## config.mk

```make
export PLATFORM = sky130hd
export DESIGN_NAME = fir_lms_ctrl
export DESIGN_NICKNAME = d
export VERILOG_FILES = /design/src/rtl/fir_lms_ctrl.sv
export SDC_FILE = /design/constraint.sdc
export NUM_CORES = 1
export LEC_CHECK = 0
export ABC_AREA = 1
export CORE_MARGIN = 3
export CORE_UTILIZATION = 50
export CTS_CLUSTER_DIAMETER = 50
export DETAILED_ROUTE_END_ITERATION = 7
export GPL_TIMING_DRIVEN = 0
export HOLD_SLACK_MARGIN = 0.15
export PLACE_DENSITY = 0.79
export SYNTH_ARGS = -nofsm -noshare
export SYNTH_HDL_FRONTEND = slang
export SYNTH_SLANG_ARGS = --single-unit
export TNS_END_PERCENT = 5
```

## constraint.sdc

```tcl
create_clock -name clk -period 12.76 [get_ports clk]
set_input_delay 1.914 -clock clk [delete_from_list [all_inputs] [get_ports clk]]
set_output_delay 1.914 -clock clk [all_outputs]
set_load 0.01 [all_outputs]
```

## src/rtl/fir_lms_ctrl.sv

```systemverilog
// Sequencer for an LMS-adapted FIR: loads initial coefficients, gates adaptation, and watches error windows for convergence/divergence.
// Latency: start to first coefficient write 1 cycle; window evaluation acts on the cycle after the closing sample.
// Backpressure: none; samples arrive on s_valid and are consumed or dropped in the same cycle.
module fir_lms_ctrl #(
    parameter int L         = 33,
    parameter int CW        = 16,
    parameter int EW        = 36,
    parameter int INIT_COEF = 70,
    parameter int WIN_LOG2  = 8,
    parameter int CONV_CNT  = 4
) (
    input  logic                 clk,
    input  logic                 reset,
    input  logic                 start,
    input  logic                 freeze_req,
    input  logic                 s_valid,
    input  logic signed [EW-1:0] e_in,
    input  logic [23:0]          thr_lo,
    input  logic [23:0]          thr_hi,
    output logic                 coef_we,
    output logic [5:0]           coef_addr,
    output logic [CW-1:0]        coef_data,
    output logic                 adapt_en,
    output logic                 sample_en,
    output logic                 busy,
    output logic                 converged,
    output logic [2:0]           state
);

    localparam logic [2:0] S_IDLE   = 3'd0;
    localparam logic [2:0] S_LOAD   = 3'd1;
    localparam logic [2:0] S_ADAPT  = 3'd2;
    localparam logic [2:0] S_HOLD   = 3'd3;
    localparam logic [2:0] S_FREEZE = 3'd4;

    // Magnitude is taken in a width one bit wider than the error so that
    // negating the most negative value cannot overflow.
    localparam int MW = ((EW > 16) ? EW : 16) + 1;
    localparam int GW = $clog2(CONV_CNT + 1);

    localparam logic [5:0]    LAST_ADDR = 6'(L - 1);
    localparam logic [CW-1:0] INIT_C    = CW'(INIT_COEF);
    localparam logic [GW-1:0] CONV_C    = GW'(CONV_CNT);

    logic [2:0]          state_q, state_d;
    logic [5:0]          load_cnt_q;
    logic [23:0]         acc_q;
    logic [WIN_LOG2-1:0] win_cnt_q;
    logic [GW-1:0]       good_q;
    logic                conv_q;

    logic signed [MW-1:0] e_ext;
    logic [MW-1:0]        mag_full;
    logic [15:0]          mag;
    logic [23:0]          win_sum;
    logic [GW-1:0]        good_inc;
    logic                 mon_active;
    logic                 win_end;
    logic                 lo_hit;
    logic                 hi_hit;
    logic                 conv_hit;

    // Saturated magnitude of the error sample and the window bookkeeping it feeds
    always_comb begin
        e_ext    = MW'(e_in);
        mag_full = e_ext[MW-1] ? MW'(-e_ext) : MW'(e_ext);
        mag      = (|mag_full[MW-1:16]) ? 16'hFFFF : mag_full[15:0];
        win_sum  = acc_q + {8'd0, mag};
        good_inc = good_q + 1'b1;
        // start and freeze_req both pre-empt monitoring, so a window closing
        // on the same cycle as either of them is thrown away.
        mon_active = ((state_q == S_ADAPT) || (state_q == S_HOLD)) && !start && !freeze_req;
        win_end    = mon_active && s_valid && (&win_cnt_q);
        lo_hit     = (win_sum < thr_lo);
        hi_hit     = (win_sum > thr_hi);
        conv_hit   = (good_inc == CONV_C);
    end

    // State register
    always_ff @(posedge clk) begin
        if (reset) begin
            state_q <= S_IDLE;
        end else begin
            state_q <= state_d;
        end
    end

    // Next-state decode, priority start > freeze_req > window evaluation
    always_comb begin
        state_d = state_q;
        case (state_q)
            S_IDLE: begin
                if (start) state_d = S_LOAD;
            end
            S_LOAD: begin
                if (load_cnt_q == LAST_ADDR) state_d = S_ADAPT;
            end
            S_ADAPT: begin
                if (start)                               state_d = S_LOAD;
                else if (freeze_req)                     state_d = S_FREEZE;
                else if (win_end && lo_hit && conv_hit)  state_d = S_HOLD;
            end
            S_HOLD: begin
                if (start)                  state_d = S_LOAD;
                else if (freeze_req)        state_d = S_FREEZE;
                else if (win_end && hi_hit) state_d = S_ADAPT;
            end
            S_FREEZE: begin
                if (start)           state_d = S_LOAD;
                else if (!freeze_req) state_d = S_ADAPT;
            end
            default: state_d = S_IDLE;
        endcase
    end

    // Output decode from the registered state; sample_en is the only output that looks at an input
    always_comb begin
        coef_we   = 1'b0;
        coef_addr = 6'd0;
        coef_data = '0;
        adapt_en  = 1'b0;
        sample_en = 1'b0;
        busy      = 1'b0;
        case (state_q)
            S_LOAD: begin
                coef_we   = 1'b1;
                coef_addr = load_cnt_q;
                coef_data = INIT_C;
                busy      = 1'b1;
            end
            S_ADAPT: begin
                adapt_en  = 1'b1;
                sample_en = s_valid;
                busy      = 1'b1;
            end
            S_HOLD, S_FREEZE: begin
                sample_en = s_valid;
                busy      = 1'b1;
            end
            default: ;
        endcase
    end

    assign converged = conv_q;
    assign state     = state_q;

    // Load address counter, window accumulator, good-window count and convergence flag
    always_ff @(posedge clk) begin
        if (reset) begin
            load_cnt_q <= 6'd0;
            acc_q      <= 24'd0;
            win_cnt_q  <= '0;
            good_q     <= '0;
            conv_q     <= 1'b0;
        end else begin
            load_cnt_q <= ((state_q == S_LOAD) && (load_cnt_q != LAST_ADDR)) ? load_cnt_q + 6'd1 : 6'd0;
            // Converged is exactly "now sitting in HOLD".
            conv_q     <= (state_d == S_HOLD);
            if (!mon_active) begin
                acc_q     <= 24'd0;
                win_cnt_q <= '0;
                good_q    <= '0;
            end else if (s_valid) begin
                if (win_end) begin
                    acc_q     <= 24'd0;
                    win_cnt_q <= '0;
                    good_q    <= ((state_q == S_ADAPT) && lo_hit && !conv_hit) ? good_inc : '0;
                end else begin
                    acc_q     <= win_sum;
                    win_cnt_q <= win_cnt_q + 1'b1;
                end
            end
        end
    end

endmodule

```

# == After elaboration in Yosys (flattened, before gate mapping) ==
# Index checks and enable logic that the tools add are counted.
# Widths: inputs -> output; s select.
# totals
reg_bits,45
latch_bits,0
ramBits,0
mem_bits_ro,0
in_bits,89
out_inout_bits,30
mem_count,0
# op_classes
n_addsub,5
multipliers,0
n_div,0
magnitude_cmp,2
n_eq_ne,8
n_shift,0
mux,22
bitwise_logic,2
reduce_logical,22
# op_table
operator,count
$mux 37,1
$neg 36->37,1
$mux 3,11
$add 24x16->24,1
$gt 24x24->1,1
$lt 24x24->1,1
$mux 24,1
$reduce_or 21->1,1
$mux 16,1
$pmux 3 s5,1
$logic_and 1x1->1,10
$eq 3x2->1 const B,3
$add 8x1->8 const B,1
$mux 8,1
$reduce_and 8->1,1
$mux 7,1
$add 6x1->6 const B,1
$eq 3x3->1 const B,2
$eq 6x6->1 const B,1
$mux 6,1
$ne 6x6->1 const B,1
$mux 1,4
$reduce_or 2->1,2
$reduce_or 4->1,1
other kinds (8),11

# == Depth between registers and ports, before layout ==
# Gate-level depths: netlist (run 1).
# logic_depth
ltp_word,13
ltp_mapped,40
ltp_nobuf,39

# == Least setup slack after synthesis (run 1) ==
# No wires, ideal clock.
# synth_path
path_type,input to register
startpoint,input port e_in[1]
endpoint,"register conv_q, in the netlist converged"
setup_time_ns,0.115
arrival_ns,5.871
path_slack_ns,6.774
cell_stages,39
path_buffers,1
cell_sequence,inv_1 > ha_1 > nand2_2 > nor2_4 > nand3_1 > nand2_1 > nand2_1 > nand2_1 > nand2_1 > a21oi_1 > nand3_1 > nor2_4 > buf_6 > nand3_2 > ha_1 > a21oi_1 > nand2_1 > nand2_1 > [... 3 more ...] > nand2_1 > nand2_1 > or2_2 > and2_1 > ha_1 > nand2_1 > inv_1 > nand2_1 > nand2_1 > nand2_1 > a21oi_1 > nor2_1 > nand3_1 > nand2_1 > nand2_1 > nand2_1 > nor2_1 > nor2_1
# synth_via
elab_chain_cells,13
# synth_rtl
item,line_no,text
start: declaration,17,"input logic signed [EW-1:0] e_in,"
$neg 36->37,66,mag_full = e_ext[MW-1] ? MW'(-e_ext) : MW'(e_ext);
$mux 37 *,66,
$reduce_or 21->1,67,mag = (|mag_full[MW-1:16]) ? 16'hFFFF : mag_full[15:0];
$mux 16 *,67,
$add 24x16->24 *,68,"win_sum = acc_q + {8'd0, mag};"
$lt 24x24->1,74,lo_hit = (win_sum < thr_lo);
$logic_and 1x1->1 (2 in series),101,else if (win_end && lo_hit && conv_hit) state_d = S_HOLD;
$mux 3,101,
$mux 3,100,else if (freeze_req) state_d = S_FREEZE;
$mux 3,99,if (start) state_d = S_LOAD;
$pmux 3 s5 *,91,case (state_q)
$eq 3x2->1 *,158,conv_q <= (state_d == S_HOLD);
end signal: assignment,158,
end: declaration,50,logic conv_q;
# Mark *: on every way between the ends. The rest lies on a longest branch, timed or not.
# A chain may end at the register's enable or synchronous reset.

# == Worst setup path in the final report (run 1) ==
# layout_path
startpoint,input port e_in[0]
endpoint,"register conv_q, in the netlist converged"
# Same word-level chain as after synthesis.

==> results of run 1 <==
per-layer routing:
| layer | vias to the layer above | part of all wire (%) | wire length (um) |
|---|---|---|---|
| met2 | 198 | 46 | 7100 |
| met1 | 2768 | 46 | 7120 |
| li1 | 3358 | - | - |
| met5 | - | 0 | 0 |
| met4 | 0 | 0.91 | 140 |
| met3 | 15 | 6.6 | 1020 |
final cells by class:
| type | instances | area [sq um] |
|---|---|---|
| multi-input cells | 776 | 4280 |
| fillers | 1114 | 3860 |
| repair buffers | 104 | 1040 |
| flip-flops and latches | 45 | 901 |
| inverters | 141 | 529 |
| plain buffers | 30 | 193 |
| well taps | 140 | 175 |
| clock buffers | 5 | 125 |
| clock inverters | 2 | 16.3 |
per-stage QoR:
step	hold WS (ps)	cell area [sq um]	util [%]	total power, mW
after detailed placement	439	7120	64.0	0.244
after global routing	466	7260	65.3	0.392
after CTS	450	7260	65.3	0.374
final	448	7260	65.3	0.374
after global placement	431	7120	64.0	0.243
after floorplan	417	5910	-	0.198
registers in the layout, indices dropped and copies added (netlist names):
register	count
win_cnt_q	8
acc_q	24
good_q	3
state	3
load_cnt_q	6
converged	1
worst max-delay path, delay by kind of cell:
| kind | cells | cell delay (ps) |
|---|---|---|
| simple gates | 31 | 3360 |
| compound gates | 2 | 380 |
| buf+inv | 4 | 840 |
| fa+ha+maj | 3 | 860 |
path summary, 6_finish.rpt:
check | depth (start not counted) | slack (ps) | end | startpoint
hold / removal | 1 | 450 | load_cnt_q[0]$_SDFF_PP0_ | load_cnt_q[0]$_SDFF_PP0_
setup reg to reg | 25 | 9210 | converged$_SDFF_PP0_ | acc_q[2]$_SDFFE_PP0P_
hold reg to reg | 1 | 450 | load_cnt_q[0]$_SDFF_PP0_ | load_cnt_q[0]$_SDFF_PP0_
setup / recovery | 40 | 5590 | converged$_SDFF_PP0_ | e_in[0]
layout by cell type, fill, tap and decap left out, types with 2 or more instances in the layout:
cell	count
inv_2	3
a21o_1	2
nor2_1	121
a21oi_1	76
or2_2	2
nand2_1	274
nor3b_1	4
clkbuf_16	5
inv_1	137
nor2_4	4
buf_4	16
buf_1	2
o21bai_1	6
ha_1	71
nand3_1	66
conb_1	13
nand2_2	2
o21ai_0	18
and2_1	6
clkbuf_1	9
nor3_1	11
xnor2_1	10
dfxtp_1	45
nor2_2	10
clkdlybuf4s50_1	104
nor4_1	5
o21a_1	4
nand3_2	11
xor2_1	27
a31oi_1	3
nand4_1	23
cell families (layout without fill, tap and decap cells):
logic type / count (synthesis) / in the layout / synth area share (%)
AOI/OAI and AO/OA: 111 / 111 / 10.1
xor gates and xnor gates: 37 / 37 / 5.53
adders and majority gates: 72 / 72 / 15.5
buffers and inverters: 171 / 282 / 12.3
DFF: 45 / 45 / 15.4
other: 1 / 13 / 0.0640
and+or+nand+nor: 543 / 543 / 41.1
power by group:
group	leakage (nW)	internal (mW)	switching [mW]	total [mW]
sequential	0.363	0.141	0.000692	0.142
combinational	3.08	0.0499	0.0501	0.0999
clock	0.0659	0.0720	0.0608	0.133
total	3.51	0.263	0.112	0.374
==> reports/results.ini, run 1 <==
[yosys]
synth-edff-count=0
synth-seq-cells=45
asyncSetResetFlopFracSynth_pct=0
synth_top_cell_by_area=nand2_1
synth_most_common_cell=nand2_1
syn_inst=980
netlist_area_sq_mm=0.00586
synth_commonest_cells=274 x nand2_1, 137 x inv_1, 121 x nor2_1
yosysWarnings=0
synth_flop_cell=dfxtp_1
synth.area.top_cells=nand2_1 18%, dfxtp_1 15%, ha_1 15%, inv_1 8.8%, nor2_1 7.7%
synth_top_area_share_pct=17.5
seq_area_frac_synth_pct=15.4
synth_cell_types=40
syn_area_per_cell_sq_um=5.98

[cells_and_area]
syn_to_final_growth_pct=23.9
layout-drive-gt1-share_pct=5.62
nets=1264
antenna_cells=0
layout.cells.non_filler=1243

[sta]
tightest_slew_ps=632
rsz0062_at_grt=false
setup_ws_ps=5590
slew_headroom_pct=57.5
fin_skew_ps=4.17
hold_viol_final=0
finalSetupTns_ps=0
fin_crit_sh_pct=56.2
slew_violations=0
setup_viol=0
max_freq_ghz=0.140
fin_crit_ps=7170

[global_route]
use_met2_pct=39.8
grt_use_met1_pct=31.6
top_usage_layer=met2
track_usage_pct=23.3
grt_pass1_wl_mm=25.4
overflow=0
met3_usage_pct=3.59
grt_max_degree=15
antenna_found_initial=0
grt_pass1_vias=5723

[detailed_routing]
ant_nets=0
drt-total-wl_mm=15.4
drt_pass1_iterations=6
drcViolationCount=0
routed_via_density=5.10
routedWlPerCell_um=12.4
vias=6339
drt_iter0_drc=453

[run]
maxCapViolations=0

[setup_path]
cp-start-kind=input pin
end_kind=register
cp_data_required_time_ps=12950
path_class=input pin to register
crit_top_cell=nand2_1
critPathMaxFanout=10
crit_slowest_cell=clkdlybuf4s50_1
max_stage_delay_ps=420
arrival_ps=7360

[clock_tree]
cts_buffers=5
cts_tree=yes
root_buffer=clkbuf_16
worstSkewPairLatency_ps=300
h-tree-depth=2
cts_setup_buffers=0
cts.hold.buffers_added=0
cts_max_path_buffers=2
path_clk_slew_ps=70
ctsResizeCount=0
cts.sinks=45

[floorplan]
initial_core_util_pct=52.7
ioPinCount=119
die_x_um=114
die_area_sq_mm=0.0131
core_area_sq_mm=0.0111
rows=38
die_y_um=114

[power]
cellLeakagePower_nw=3.51
powerDensity_mw_per_mm2=51.5
vdd_drop_max_v=0.0000470

[placed_design]
dp_hpwl_mm=12.8
gp_congestion=0.943
dp.cells=1236
post-place-ws_ps=5350
port_buffers=104

[min_path]
hold_path_class=register to register

[run_status]
status=completed

(Power assumes the default switching activity.)
==> inputs of run 2 (changes only) <==
- CORE_UTILIZATION: 50 -> 48
- clock period: 12.76 -> 6.1 ns (I/O delays scaled with it)
==> run 2 against run 1 <==
Against the previous run:
- routed wire length is 3.5% higher
- register-to-register slack got worse by 6400 ps
- sequential share of layout area decreased by 0.21 points
- die area increased by 3.9%
- first-iteration DRC count fell by 2.9%
- setup slack lost 5200 ps
- clock skew rose by 1.1 ps
- combinational power is 110% higher
==> reports/results.ini, run 2 (same netlist as run 1, synthesis figures left out) <==
[power]
p_int_mw=0.565  ; +120%
switching_share_pct=29.4  ; -0.36 points
clkPwrFrac_pct=36.6  ; +1.1 points
vdd_drop_max_v=0.000128  ; +170%
p_switching_mw=0.236  ; +110%
seq_power_share_pct=37.0  ; -0.8 points
combPwrFrac_pct=26.4  ; -0.3 points
cellLeakagePower_nw=3.54  ; +0.69%
powerDensity_mw_per_mm2=108  ; +110%

[sta]
fin_skew_ps=5.28  ; +1.11 ps
whs_ps=444  ; -3.47 ps
fin_crit_ps=5750
slew_headroom_pct=57.3  ; -0.28 points
tightest_slew_ps=636  ; +4.21 ps
setup_viol=0  ; unchanged
slew_violations=0  ; unchanged
max_freq_ghz=0.174
fin_crit_sh_pct=94.2
hold_viol_final=0  ; unchanged

[cells_and_area]
final_common_cell=nand2_1
nets=1267  ; +0.24%
syn_to_final_growth_pct=26.1
layout-drive-gt1-share_pct=7.95  ; +2.3 points
layout_common_cells=269 x nand2_1, 135 x inv_1, 117 x nor2_1, 104 x clkdlybuf4s50_1, 75 x a21oi_1
antenna_cells=0  ; unchanged
layout.cells.non_filler=1250  ; +0.56%
reg_top3=acc_q (24), win_cnt_q (8), load_cnt_q (6)
largest_register_ffs=24  ; unchanged
regMostFlops=acc_q

[floorplan]
ioPinCount=119  ; unchanged
die_area_sq_mm=0.0136  ; +3.9%
die_x_um=116  ; +2.0%
core_area_sq_mm=0.0117  ; +4.8%
die_y_um=116  ; +2.0%
initial_core_util_pct=50.3  ; -2.4 points
rows=39  ; +2.6%

[setup_path]
max_stage_delay_ps=510  ; +90 ps
path_class=input pin to register
crit_slowest_cell=clkdlybuf4s50_1
end_kind=register
arrival_ps=5940  ; -1420 ps
cp_data_required_time_ps=6290  ; -6660 ps
crit_top_cell=nand2_1
cp-start-kind=input pin
critPathMaxFanout=10  ; unchanged

[detailed_routing]
ant_nets=0  ; unchanged
drcViolationCount=0  ; unchanged
routedWlPerCell_um=12.7  ; +2.9%
drt_pass1_iterations=5  ; -1
routed_via_density=5.16  ; +1.1%
vias=6447  ; +1.7%
drt-total-wl_mm=15.9  ; +3.5%
drt_iter0_drc=440  ; -2.9%

[run]
maxCapViolations=0  ; unchanged

[global_route]
antenna_found_initial=0  ; unchanged
grt_pass1_vias=5759  ; +0.63%
overflow=0  ; unchanged
track_usage_pct=23.4  ; about the same
grt_max_degree=16  ; +1
grt_pass1_wl_mm=26.0  ; +2.5%

[clock_tree]
root_buffer=clkbuf_16
cts_max_path_buffers=2  ; unchanged
cts_tree=yes
path_clk_slew_ps=70  ; about the same
cts.sinks=45  ; unchanged
cts.hold.buffers_added=0  ; unchanged
worstSkewPairLatency_ps=300  ; about the same
h-tree-depth=2  ; unchanged
cts_buffers=5  ; unchanged

[run_status]
status=completed

[placed_design]
dp.cells=1239  ; +0.24%
dp_hpwl_mm=13.0  ; +1.3%
gp_congestion=0.973  ; +3.2%
port_buffers=104  ; unchanged

[min_path]
hold_path_class=register to register

==> run 2: changes by cell type in the layout (fill, tap and decap cells not counted), sizes merged <==
cell,previous run,this run
clkinvlp,1,0
buf,21,24
clkbuf,14,15
inv,140,141
==> run 2: cell type report <==
class / instances / area [sq um]
sequential: 45 / 901
inverter: 141 / 529
clock buffer: 6 / 139
multi-input combinational: 776 / 4370
clock inverter: 2 / 17.5
tap: 143 / 179
fill: 1081 / 4270
timing repair buffer: 107 / 1060
buffer: 30 / 193
==> run 2: worst paths after layout <==
check | cells past startpoint | slack (ps) | to | start
min | 1 | 440 | load_cnt_q[0]$_SDFF_PP0_ | load_cnt_q[0]$_SDFF_PP0_
min reg2reg | 1 | 440 | load_cnt_q[0]$_SDFF_PP0_ | load_cnt_q[0]$_SDFF_PP0_
max | 37 | 350 | state[0]$_SDFF_PP0_ | e_in[4]
max reg2reg | 23 | 2770 | state[0]$_SDFF_PP0_ | acc_q[2]$_SDFFE_PP0P_
==> run 2: repair_timing <==
item | CTS | global route
buffers inserted | 0 | 3
endpoints found under the setup margin | 0 | 5
resized for setup | 0 | 25
hold endpoints to repair | 0 | 0
==> run 2: through the flow <==
step                      TNS, ps  worst slack [ps]  cell area, sq um  utilization, %  power, mW
after floorplan                 0              1110              5910               -      0.415
after global placement       -676              -202              7130            61.1      0.508
after detailed placement     -981              -260              7130            61.1      0.511
after CTS                       0              57.8              7280            62.4      0.804
after global routing         -159             -79.7              7390            63.4      0.848
final                           0               353              7390            63.4      0.801
==> run 2: power by group through the flow <==
stage / sequential, mW / combinational, mW / clock, mW
after global routing: 0.296 / 0.237 / 0.315
after floorplan: 0.303 / 0.112 / 0
after detailed placement: 0.303 / 0.208 / 0
final: 0.296 / 0.211 / 0.293
after global placement: 0.303 / 0.205 / 0
after CTS: 0.296 / 0.210 / 0.299
==> run 2: worst max-delay path, delay by kind of cell <==
family                     cells  cell delay (ps)
adders and majority gates      2              590
AOI/OAI and AO/OA              2              370
and+or+nand+nor               30             3280
buffers and inverters          3              740
==> run 2: layer usage <==
layer,GRT usage (%),vias up,wire [um]
met5,0,-,0
met4,4.02,0,183
li1,-,3371,-
met2,39.8,171,7540
met1,31.7,2892,7300
met3,3.47,13,897
==> inputs of run 3 (changes only) <==
- CAP_MARGIN: default -> 20
==> results of run 3 <==
Final layout, timing and power as in run 2 (identical DEF).
